### src/rtl/gate_stim_if.sv
// Purpose : handshake/bus bundle between the host side and gate_stim_sequencer.
// Latency : n/a (wiring only).
// Backpressure: none; start is accepted only when the sequencer is idle and is otherwise dropped.
//
// Ports (signals carried):
//   start, abort, mode[1:0], gap[GAP_W-1:0] : host -> sequencer controls
//   out_i                                   : gate DUT OUT, asynchronous to clk
//   a_o, b_o                                : registered drive of DUT inputs A/B
//   busy, done, pass                        : case status
//   case_cnt, fail_cnt                      : saturating case statistics
interface gate_stim_if #(
  parameter int GAP_W = 4,
  parameter int CNT_W = 8
);
  logic             start;
  logic             abort;
  logic [1:0]       mode;
  logic [GAP_W-1:0] gap;
  logic             out_i;
  logic             a_o;
  logic             b_o;
  logic             busy;
  logic             done;
  logic             pass;
  logic [CNT_W-1:0] case_cnt;
  logic [CNT_W-1:0] fail_cnt;

  // Host / bench side: drives controls and the DUT output, observes status.
  modport master (
    output start, abort, mode, gap, out_i,
    input  a_o, b_o, busy, done, pass, case_cnt, fail_cnt
  );

  // Sequencer side.
  modport slave (
    input  start, abort, mode, gap, out_i,
    output a_o, b_o, busy, done, pass, case_cnt, fail_cnt
  );
endinterface

### src/rtl/gate_stim_sequencer.sv
// Purpose : drives gate DUT inputs A/B through a programmed two-edge sequence and scores OUT vs AND.
// Latency : start->done = 1 + SETTLE + 1 + gap + CHECK_DLY cycles (gap 0 behaves as 1).
// Backpressure: start is ignored while busy; abort cancels a running case without a done pulse.
//
// Ports:
//   clk  : clock
//   rst  : asynchronous reset, active-high
//   bus  : gate_stim_if.slave (controls in, A/B drive and status out)
//
// Case timeline, edges counted from the start-accept edge (edge 0):
//   edge 0                 : baseline A/B loaded, busy rises
//   edge SETTLE+1          : first edge (trigger)
//   edge SETTLE+1+gap      : second edge (perturb)
//   edge SETTLE+2+gap+CHK  : done pulse, A/B return to 0, busy falls
module gate_stim_sequencer #(
  parameter int GAP_W     = 4,
  parameter int SETTLE    = 4,
  parameter int CHECK_DLY = 3,
  parameter int SYNC_STG  = 2,
  parameter int CNT_W     = 8
) (
  input  logic        clk,
  input  logic        rst,
  gate_stim_if.slave  bus
);

  typedef enum logic [2:0] {
    S_IDLE,
    S_SETTLE,
    S_EDGE1,
    S_GAP,
    S_EDGE2,
    S_CHECK
  } state_t;

  localparam logic [1:0] M_CLEAN   = 2'd0;
  localparam logic [1:0] M_SETUP_A = 2'd1;
  localparam logic [1:0] M_HOLD_A  = 2'd2;
  localparam logic [1:0] M_HOLD_B  = 2'd3;

  // One shared down-counter serves the settle, gap and check phases; size it
  // for the largest of the three loads.
  localparam int GMAX  = (1 << GAP_W);
  localparam int CMAX0 = (SETTLE > CHECK_DLY) ? SETTLE : CHECK_DLY;
  localparam int CMAX  = (CMAX0 > GMAX) ? CMAX0 : GMAX;
  localparam int CW    = $clog2(CMAX + 1);

  state_t           r_state;
  logic [CW-1:0]    r_cnt;
  logic [1:0]       r_mode;
  logic [GAP_W-1:0] r_gap;
  logic [SYNC_STG-1:0] r_sync;
  logic             r_a;
  logic             r_b;
  logic             r_busy;
  logic             r_done;
  logic             r_pass;
  logic [CNT_W-1:0] r_case_cnt;
  logic [CNT_W-1:0] r_fail_cnt;

  logic             w_out_s;
  logic             w_exp;
  logic             w_match;
  logic [CNT_W-1:0] w_case_inc;
  logic [CNT_W-1:0] w_fail_inc;

  // OUT arrives from the gate DUT with no timing relationship to clk.
  always_ff @(posedge clk or posedge rst) begin
    if (rst) begin
      r_sync <= '0;
    end else begin
      r_sync <= {r_sync[SYNC_STG-2:0], bus.out_i};
    end
  end

  assign w_out_s = r_sync[SYNC_STG-1];

  // Cases that leave both inputs high at the end expect OUT=1; hold-violation
  // cases drop one input after the trigger, so a correct AND reads 0.
  assign w_exp   = (r_mode == M_CLEAN) || (r_mode == M_SETUP_A);
  assign w_match = (w_out_s == w_exp);

  // Saturating increments: stick at all-ones instead of wrapping.
  assign w_case_inc = (&r_case_cnt) ? r_case_cnt : r_case_cnt + 1'b1;
  assign w_fail_inc = (&r_fail_cnt) ? r_fail_cnt : r_fail_cnt + 1'b1;

  always_ff @(posedge clk or posedge rst) begin
    if (rst) begin
      r_state    <= S_IDLE;
      r_cnt      <= '0;
      r_mode     <= M_CLEAN;
      r_gap      <= '0;
      r_a        <= 1'b0;
      r_b        <= 1'b0;
      r_busy     <= 1'b0;
      r_done     <= 1'b0;
      r_pass     <= 1'b0;
      r_case_cnt <= '0;
      r_fail_cnt <= '0;
    end else begin
      r_done <= 1'b0;

      // Abort outranks every running state, including the sample cycle of
      // CHECK. In IDLE it is ignored so a simultaneous start still launches.
      if ((r_state != S_IDLE) && bus.abort) begin
        r_state <= S_IDLE;
        r_a     <= 1'b0;
        r_b     <= 1'b0;
        r_busy  <= 1'b0;
      end else begin
        case (r_state)
          S_IDLE: begin
            if (bus.start) begin
              r_mode  <= bus.mode;
              r_gap   <= (bus.gap == '0) ? GAP_W'(1) : bus.gap;
              r_busy  <= 1'b1;
              // Baseline: SETUP_A starts with both low; the others start
              // with A high so the trigger on B produces the OUT rise.
              r_a     <= (bus.mode != M_SETUP_A);
              r_b     <= 1'b0;
              r_cnt   <= CW'(SETTLE - 1);
              r_state <= S_SETTLE;
            end
          end

          S_SETTLE: begin
            if (r_cnt == '0) begin
              r_state <= S_EDGE1;
            end else begin
              r_cnt <= r_cnt - 1'b1;
            end
          end

          S_EDGE1: begin
            if (r_mode == M_SETUP_A) begin
              r_a <= 1'b1;
            end else begin
              r_b <= 1'b1;
            end
            // EDGE2 applies its update on the edge after it is entered, so
            // the GAP phase lasts gap-1 cycles; gap==1 skips GAP entirely.
            if (r_gap == GAP_W'(1)) begin
              r_state <= S_EDGE2;
            end else begin
              r_cnt   <= CW'(r_gap) - CW'(2);
              r_state <= S_GAP;
            end
          end

          S_GAP: begin
            if (r_cnt == '0) begin
              r_state <= S_EDGE2;
            end else begin
              r_cnt <= r_cnt - 1'b1;
            end
          end

          S_EDGE2: begin
            case (r_mode)
              M_SETUP_A: r_b <= 1'b1;
              M_HOLD_A:  r_a <= 1'b0;
              M_HOLD_B:  r_b <= 1'b0;
              default:   ;
            endcase
            // Wait CHECK_DLY whole cycles, then sample on the following edge.
            r_cnt   <= CW'(CHECK_DLY);
            r_state <= S_CHECK;
          end

          S_CHECK: begin
            if (r_cnt == '0) begin
              r_done     <= 1'b1;
              r_pass     <= w_match;
              r_case_cnt <= w_case_inc;
              if (!w_match) begin
                r_fail_cnt <= w_fail_inc;
              end
              r_busy  <= 1'b0;
              r_a     <= 1'b0;
              r_b     <= 1'b0;
              r_state <= S_IDLE;
            end else begin
              r_cnt <= r_cnt - 1'b1;
            end
          end

          default: begin
            r_state <= S_IDLE;
            r_a     <= 1'b0;
            r_b     <= 1'b0;
            r_busy  <= 1'b0;
          end
        endcase
      end
    end
  end

  assign bus.a_o      = r_a;
  assign bus.b_o      = r_b;
  assign bus.busy     = r_busy;
  assign bus.done     = r_done;
  assign bus.pass     = r_pass;
  assign bus.case_cnt = r_case_cnt;
  assign bus.fail_cnt = r_fail_cnt;

endmodule

### src/flat_wrapper.sv
// flat-port wrapper written by rule: the top's interface ports become plain ports
module gate_stim_sequencer_flat 
#(
  parameter int GAP_W     = 4,
  parameter int SETTLE    = 4,
  parameter int CHECK_DLY = 3,
  parameter int SYNC_STG  = 2,
  parameter int CNT_W     = 8
)
  (clk, rst, bus_start, bus_abort, bus_mode, bus_gap, bus_out_i, bus_a_o, bus_b_o, bus_busy, bus_done, bus_pass, bus_case_cnt, bus_fail_cnt);
  gate_stim_if #(.GAP_W(GAP_W), .CNT_W(CNT_W)) bus_i ();
  input  logic clk;
  input  logic rst;
  input wire logic [$bits(bus_i.start)-1:0] bus_start;
  input wire logic [$bits(bus_i.abort)-1:0] bus_abort;
  input wire logic [$bits(bus_i.mode)-1:0] bus_mode;
  input wire logic [$bits(bus_i.gap)-1:0] bus_gap;
  input wire logic [$bits(bus_i.out_i)-1:0] bus_out_i;
  output wire logic [$bits(bus_i.a_o)-1:0] bus_a_o;
  output wire logic [$bits(bus_i.b_o)-1:0] bus_b_o;
  output wire logic [$bits(bus_i.busy)-1:0] bus_busy;
  output wire logic [$bits(bus_i.done)-1:0] bus_done;
  output wire logic [$bits(bus_i.pass)-1:0] bus_pass;
  output wire logic [$bits(bus_i.case_cnt)-1:0] bus_case_cnt;
  output wire logic [$bits(bus_i.fail_cnt)-1:0] bus_fail_cnt;
  assign bus_i.start = bus_start;
  assign bus_i.abort = bus_abort;
  assign bus_i.mode = bus_mode;
  assign bus_i.gap = bus_gap;
  assign bus_i.out_i = bus_out_i;
  assign bus_a_o = bus_i.a_o;
  assign bus_b_o = bus_i.b_o;
  assign bus_busy = bus_i.busy;
  assign bus_done = bus_i.done;
  assign bus_pass = bus_i.pass;
  assign bus_case_cnt = bus_i.case_cnt;
  assign bus_fail_cnt = bus_i.fail_cnt;
  gate_stim_sequencer #(.GAP_W(GAP_W), .SETTLE(SETTLE), .CHECK_DLY(CHECK_DLY), .SYNC_STG(SYNC_STG), .CNT_W(CNT_W)) u_core (.clk(clk), .rst(rst), .bus(bus_i));
endmodule
### config.mk
export PLATFORM = sky130hd
export DESIGN_NAME = gate_stim_sequencer_flat
export DESIGN_NICKNAME = d
export VERILOG_FILES = /design/src/rtl/gate_stim_if.sv /design/src/rtl/gate_stim_sequencer.sv /design/src/flat_wrapper.sv
export SDC_FILE = /design/constraint.sdc
export NUM_CORES = 1
export LEC_CHECK = 0
export ABC_AREA = 1
export CORE_AREA = 2 2 77 79
export DETAILED_ROUTE_END_ITERATION = 10
export DIE_AREA = 0 0 79 81
export GPL_TIMING_DRIVEN = 0
export MAX_ROUTING_LAYER = met4
export PLACE_DENSITY = 0.61
export SKIP_LAST_GASP = 1
export SLEW_MARGIN = 20
export SYNTH_ARGS = -nofsm -noshare
export SYNTH_HDL_FRONTEND = slang
export SYNTH_SLANG_ARGS = --single-unit
### constraint.sdc
create_clock -name clk -period 2.26 [get_ports clk]
set_clock_uncertainty 0.1 [all_clocks]
set_input_delay 0.452 -clock clk [delete_from_list [all_inputs] [get_ports clk]]
set_output_delay 0.452 -clock clk [all_outputs]
set_load 0.01 [all_outputs]
==> results of run 1 <==
[power groups by stage]
stage                     clock [mW]  sequential [mW]  combinational [mW]
final                          0.612             1.02                1.32
after CTS                      0.630             1.02                1.33
after floorplan                    0             1.03               0.944
after global placement             0             1.03                1.31
after global routing           0.655             1.05                1.52
after detailed placement           0             1.03                1.33
[synthesized netlist by cell type, types with 3 or more instances]
| master | count | share of area [%] |
|---|---|---|
| ha_1 | 5 | 2.9 |
| nand2_1 | 102 | 18 |
| o21ai_1 | 4 | 0.92 |
| xor2_1 | 4 | 1.6 |
| inv_1 | 38 | 6.6 |
| dfrtp_1 | 37 | 43 |
| nor2_1 | 19 | 3.3 |
| nand3_1 | 17 | 3.9 |
| o21ai_0 | 14 | 3.2 |
| o21ai_2 | 5 | 2.0 |
| xnor2_1 | 8 | 3.2 |
| a21oi_1 | 6 | 1.4 |
| inv_2 | 3 | 0.52 |
| nand2_2 | 10 | 2.9 |
| nand4_1 | 6 | 1.7 |
| nor2_2 | 3 | 0.87 |
[how the worst max path moves through the flow]
stage          cells past startpoint                     end                   start
5_1_grt                           11  u_core.bus.case_cnt[3]         u_core.r_cnt[0]
3_3_place_gp                       2          u_core.bus.a_o                     rst
3_5_place_dp                       8  u_core.bus.fail_cnt[5]               bus_abort
6_report                           1         bus_case_cnt[4]  u_core.bus.case_cnt[4]
4_1_cts                            1         bus_case_cnt[4]  u_core.bus.case_cnt[4]
2_1_floorplan                     11  u_core.bus.case_cnt[3]         u_core.r_cnt[0]
[cells by family (layout without fill, tap and decap cells)]
family | Yosys count | count (layout) | synth area share (%)
XOR/XNOR | 12 | 12 | 4.855
flip-flops | 37 | 37 | 42.77
AO/OA/AOI/OAI | 31 | 31 | 8.266
AND/OR/NAND/NOR | 162 | 162 | 32.60
buffers and inverters | 45 | 85 | 8.613
adder cells (fa/ha/maj) | 5 | 5 | 2.890
[state kept, by name, summed over array words and instances (netlist names)]
name / count
u_core.bus.done: 1
u_core.r_cnt: 5
u_core.bus.case_cnt: 8
u_core.r_sync: 2
u_core.bus.pass: 1
u_core.bus.b_o: 1
u_core.r_state: 3
u_core.bus.busy: 1
u_core.bus.fail_cnt: 8
u_core.r_mode: 2
u_core.bus.a_o: 1
u_core.r_gap: 4
[through the flow]
stage	utilization, %	area [um^2]	setup TNS, ns
floorplan	-	2165	0
global placement	45.26	2569	-1.772
detailed placement	45.61	2589	0
CTS	47.73	2709	0
global route	47.73	2709	0
finish	47.73	2709	0
[layer usage]
metal / vias up / global-route usage, % / wire length, um
met4: 0 / 5.690 / 72
met1: 844 / 19.47 / 2138
met5: - / - / 0
met2: 23 / 24.58 / 1965
li1: 990 / - / -
met3: 5 / 3.333 / 121
[placed cells by master, fill, tap and decap left out]
cell,Yosys,final
nand2_2,10,10
inv_2,3,4
buf_6,2,2
ha_1,5,5
xor2_1,4,4
nand3_1,17,17
o21ai_2,5,5
nor2_1,19,19
nor2_4,2,2
clkinvlp_4,0,1
buf_2,2,2
inv_1,38,37
a21oi_1,6,6
dfrtp_1,37,37
nand4_1,6,6
clkbuf_8,0,6
nor2_2,3,3
xnor2_1,8,8
o21ai_1,4,4
nand3_2,1,1
bufinv_16,0,1
clkdlybuf4s50_1,0,31
nand3b_1,2,2
nand2_1,102,102
buf_12,0,1
o211ai_1,2,2
o21ai_0,14,14
[final cells by class]
cell class	instances	area, um^2	area share (%)
plain buffers	4	32.53	1.201
clock buffers	6	82.58	3.048
clock inverters	2	37.54	1.386
inverters	41	153.9	5.681
multi-input cells	210	1052	38.85
flip-flops and latches	37	925.9	34.18
well taps	75	93.84	3.464
repair buffers	32	330.3	12.19
==> reports/results.ini, run 1 <==
[clock_tree]
htreeDepth = 2
clkLatencyLatePin_ns = 0.29
cts_resized = 0
root_buffer = clkbuf_8
clk_pin_slew_ns = 0.08
clockBufferDepth = 2
cts_hold_buffers = 0
cts_tree = yes
cts_setup_buffers = 0
cts_made_buffers = 5
cts.sinks = 37

[die]
rows = 28
coreArea_mm2 = 0.005675
die_area_mm2 = 0.006399
die_h_um = 81
die_x_um = 79
start_util_pct = 38.14
ioPinCount = 32

[pwr]
combinationalPowerShare_pct = 44.8
pwr_density_cell_mw_per_mm2 = 1088
peakVddDrop_v = 0.0004527
p_switching_mw = 1.187
seqPwrFrac_pct = 34.5
p_clk_share_pct = 20.8
power.leakage_nw = 1.386
power_mw = 2.946
switching_share_pct = 40.27
power.internal_mw = 1.760

[placed_design]
gp_congestion = 0.8402
portBuffers = 31
placedCellCount = 399
hpwl_mm = 3.266
dpl_worst_slack_ns = 0.2021

[grt]
grt_max_degree = 29
grt-ovfl-total = 0
antenna_found_initial = 0
grt_pass1_vias = 1711
grt_use_total_pct = 15.44
grt_pass1_wl_mm = 7.596

[synth]
ys_seq_area_share_pct = 42.77
ys_warn_count = 0
syn-cell-area_mm2 = 0.002165
ys_ff_latch = 37
syn_inst = 292
synth_edf_count = 0
yosys_most_used_dff = dfrtp_1
synth-async-reset-ratio_pct = 100.0
syn-num-nets = 308
avgSynthCellArea_um2 = 7.413
synth.distinct_cells = 22

[critical_path]
end_kind = output pin
cp_cell_sequence = clkdlybuf4s50_1
worstPathMaxFanout = 6
cp_slowest_cell = clkdlybuf4s50_1
r2r_end = u_core.bus.fail_cnt[7]
r2r-start = u_core.r_cnt[0]
ff2ff_setup_slack_ns = 0.46
cp.buffers_inverters = 1
startpoint_type = register
crit_required_ns = 1.71
critical_path_class = register to output pin
cp_top_family = buffers and inverters
crit_path_max_incr_delay_ns = 0.57
reg2reg_depth = 10
critical_path_arrival_ns = 1.32

[timing]
rsz0062_at_grt = false
report.final.slew_viol_count = 0
period_share_pct = 82.69
worst_slew_pin_slew_ns = 0.2740
finalWorstSetupSlack_ns = 0.3912
period_needed_ns = 1.869
fmax_mhz = 535.1
holdWs_ns = 0.2561
setup_violations = 0
finalHoldViolations = 0
relSlewSlack_pct = 81.70

[routing]
routed_wl_mm = 4.297
ant_nets = 0
vias_per_cell = 4.575
vias = 1862
drc = 0
dr.pass1.iters = 4
drtIter0Drc = 63
routedWlPerCell_um = 10.56

[final_layout]
area_growth_pct = 25.14
nFillCells = 586
fin_cells = 407
final_net_count = 347
drive_gt1_share_pct = 11.45
n_antenna_cell = 0

[min_path]
hp-class = register to register
hold_end = u_core.r_sync[1]
hold_start = u_core.r_sync[0]
min_path_cells = 0

[job]
cap_violations = 0

[status]
status = complete, no violations

(Power assumes the default switching activity.)
==> run 2: changes to the inputs <==
==> constraint.sdc (replaced) <==
create_clock -name clk -period 1.96 [get_ports clk]
set_clock_uncertainty 0.1 [all_clocks]
set_input_delay 0.392 -clock clk [delete_from_list [all_inputs] [get_ports clk]]
set_output_delay 0.392 -clock clk [all_outputs]
set_load 0.01 [all_outputs]
==> reports/results.ini, run 2 (synthesis gave the netlist of run 1 again) <==
[clock_tree]
cts_resized = 0  ; unchanged
clkLatencyLatePin_ns = 0.29  ; about the same
clockBufferDepth = 2  ; unchanged
cts_tree = yes
cts_made_buffers = 5  ; unchanged
cts_hold_buffers = 0  ; unchanged
cts.sinks = 37  ; unchanged
htreeDepth = 2  ; unchanged
clk_pin_slew_ns = 0.08  ; about the same
root_buffer = clkbuf_8
cts_setup_buffers = 0  ; unchanged

[routing]
vias = 1864  ; +0.11%
drc = 0  ; unchanged
drtIter0Drc = 66  ; +4.8%
ant_nets = 0  ; unchanged
dr.pass1.iters = 6  ; +2
routed_wl_mm = 4.299  ; about the same
vias_per_cell = 4.580  ; +0.11%
routedWlPerCell_um = 10.56  ; about the same

[placed_design]
dpl_worst_slack_ns = -0.03786  ; -0.2400 ns
portBuffers = 31  ; unchanged
gp_congestion = 0.8402  ; unchanged
hpwl_mm = 3.266  ; unchanged

[critical_path]
reg2reg_depth = 10  ; unchanged
cp_cell_sequence = clkdlybuf4s50_1
crit_path_max_incr_delay_ns = 0.57  ; about the same
cp_slowest_cell = clkdlybuf4s50_1
cp.buffers_inverters = 1  ; unchanged
r2r-start = u_core.r_cnt[1]
cp_top_family = buffers and inverters
end_kind = output pin
critical_path_class = register to output pin
crit_required_ns = 1.47  ; -0.24 ns
worstPathMaxFanout = 6  ; unchanged
critical_path_arrival_ns = 1.32  ; about the same
ff2ff_setup_slack_ns = 0.21  ; -0.25 ns
startpoint_type = register
r2r_end = u_core.bus.fail_cnt[7]

[final_layout]
final_common_cell = nand2_1
final_net_count = 347  ; unchanged
layout_common_cells = nand2_1, dfrtp_1, inv_1, clkdlybuf4s50_1, nor2_1
n_antenna_cell = 0  ; unchanged
nFillCells = 586  ; unchanged
drive_gt1_share_pct = 11.75  ; +0.30 points
finish.utilization_pct = 47.73  ; unchanged
area_growth_pct = 25.14  ; unchanged

[timing]
relSlewSlack_pct = 81.70  ; unchanged
worst_slew_pin_slew_ns = 0.2740  ; unchanged
finalHoldViolations = 0  ; unchanged
setup_violations = 0  ; unchanged
holdWs_ns = 0.2524  ; -0.003693 ns
fmax_mhz = 552.9
period_share_pct = 92.27
period_needed_ns = 1.808
report.final.slew_viol_count = 0  ; unchanged
finalSetupTns_ns = 0  ; unchanged
finalWorstSetupSlack_ns = 0.1515  ; -0.2397 ns
rsz0062_at_grt = false

[pwr]
peakVddDrop_v = 0.0005222  ; +15%
power.leakage_nw = 1.386  ; about the same
pwr_density_cell_mw_per_mm2 = 1256  ; +15%

[grt]
grt-ovfl-total = 0  ; unchanged
grt_pass1_vias = 1711  ; unchanged
grt_use_total_pct = 15.44  ; unchanged
grt_max_degree = 29  ; unchanged
antenna_found_initial = 0  ; unchanged
grt_pass1_wl_mm = 7.596  ; unchanged

[die]
ioPinCount = 32  ; unchanged
coreArea_mm2 = 0.005675  ; unchanged
die_area_mm2 = 0.006399  ; unchanged
start_util_pct = 38.14  ; unchanged
die_x_um = 79  ; unchanged
rows = 28  ; unchanged
die_h_um = 81  ; unchanged

[job]
cap_violations = 0  ; unchanged

[status]
status = complete, no violations

[min_path]
hp-class = input pin to asynchronous set/reset pin

==> run 2: cell counts in the layout (fill, tap and decap cells not counted) <==
Identical to the previous run, type by type.
==> run 2: per-stage QoR <==
step | total power, mW | cells | instance area, um^2
3_5_place_dp | 2.720 | 399 | 2589
2_1_floorplan | 2.273 | 292 | 2165
5_1_grt | 3.721 | 407 | 2709
4_1_cts | 3.439 | 407 | 2709
6_report | 3.401 | 407 | 2709
3_3_place_gp | 2.693 | 398 | 2569
==> run 2: where the power goes <==
group / internal, mW / switching, mW
registers: 0.984 / 0.189
clock network: 0.414 / 0.292
logic: 0.632 / 0.890
total: 2.03 / 1.37
==> run 2: layout make-up <==
cell class,instances,area [um^2],share of cell area [%]
Tap cell,75,93.84,3.464
Sequential cell,37,925.9,34.18
Multi-Input combinational cell,210,1052,38.85
Clock inverter,2,37.54,1.386
Inverter,41,153.9,5.681
Clock buffer,6,82.58,3.048
Buffer,4,32.53,1.201
Timing Repair Buffer,32,330.3,12.19
==> run 2: how the worst max path moves through the flow <==
stage / startpoint / to / cells after the start
after global placement: rst / u_core.bus.a_o / 2
after detailed placement: bus_abort / u_core.bus.fail_cnt[5] / 8
after global routing: u_core.r_cnt[1] / u_core.bus.case_cnt[3] / 11
final: u_core.bus.case_cnt[4] / bus_case_cnt[4] / 1
after floorplan: u_core.r_cnt[0] / u_core.bus.case_cnt[3] / 11
after CTS: u_core.bus.case_cnt[4] / bus_case_cnt[4] / 1
==> run 2: layer usage <==
layer	up-vias	GRT usage (%)	part of all wire [%]
met5	-	-	0
li1	991	-	-
met2	23	24.58	46
met4	0	5.690	1.7
met3	5	3.333	2.9
met1	845	19.47	50
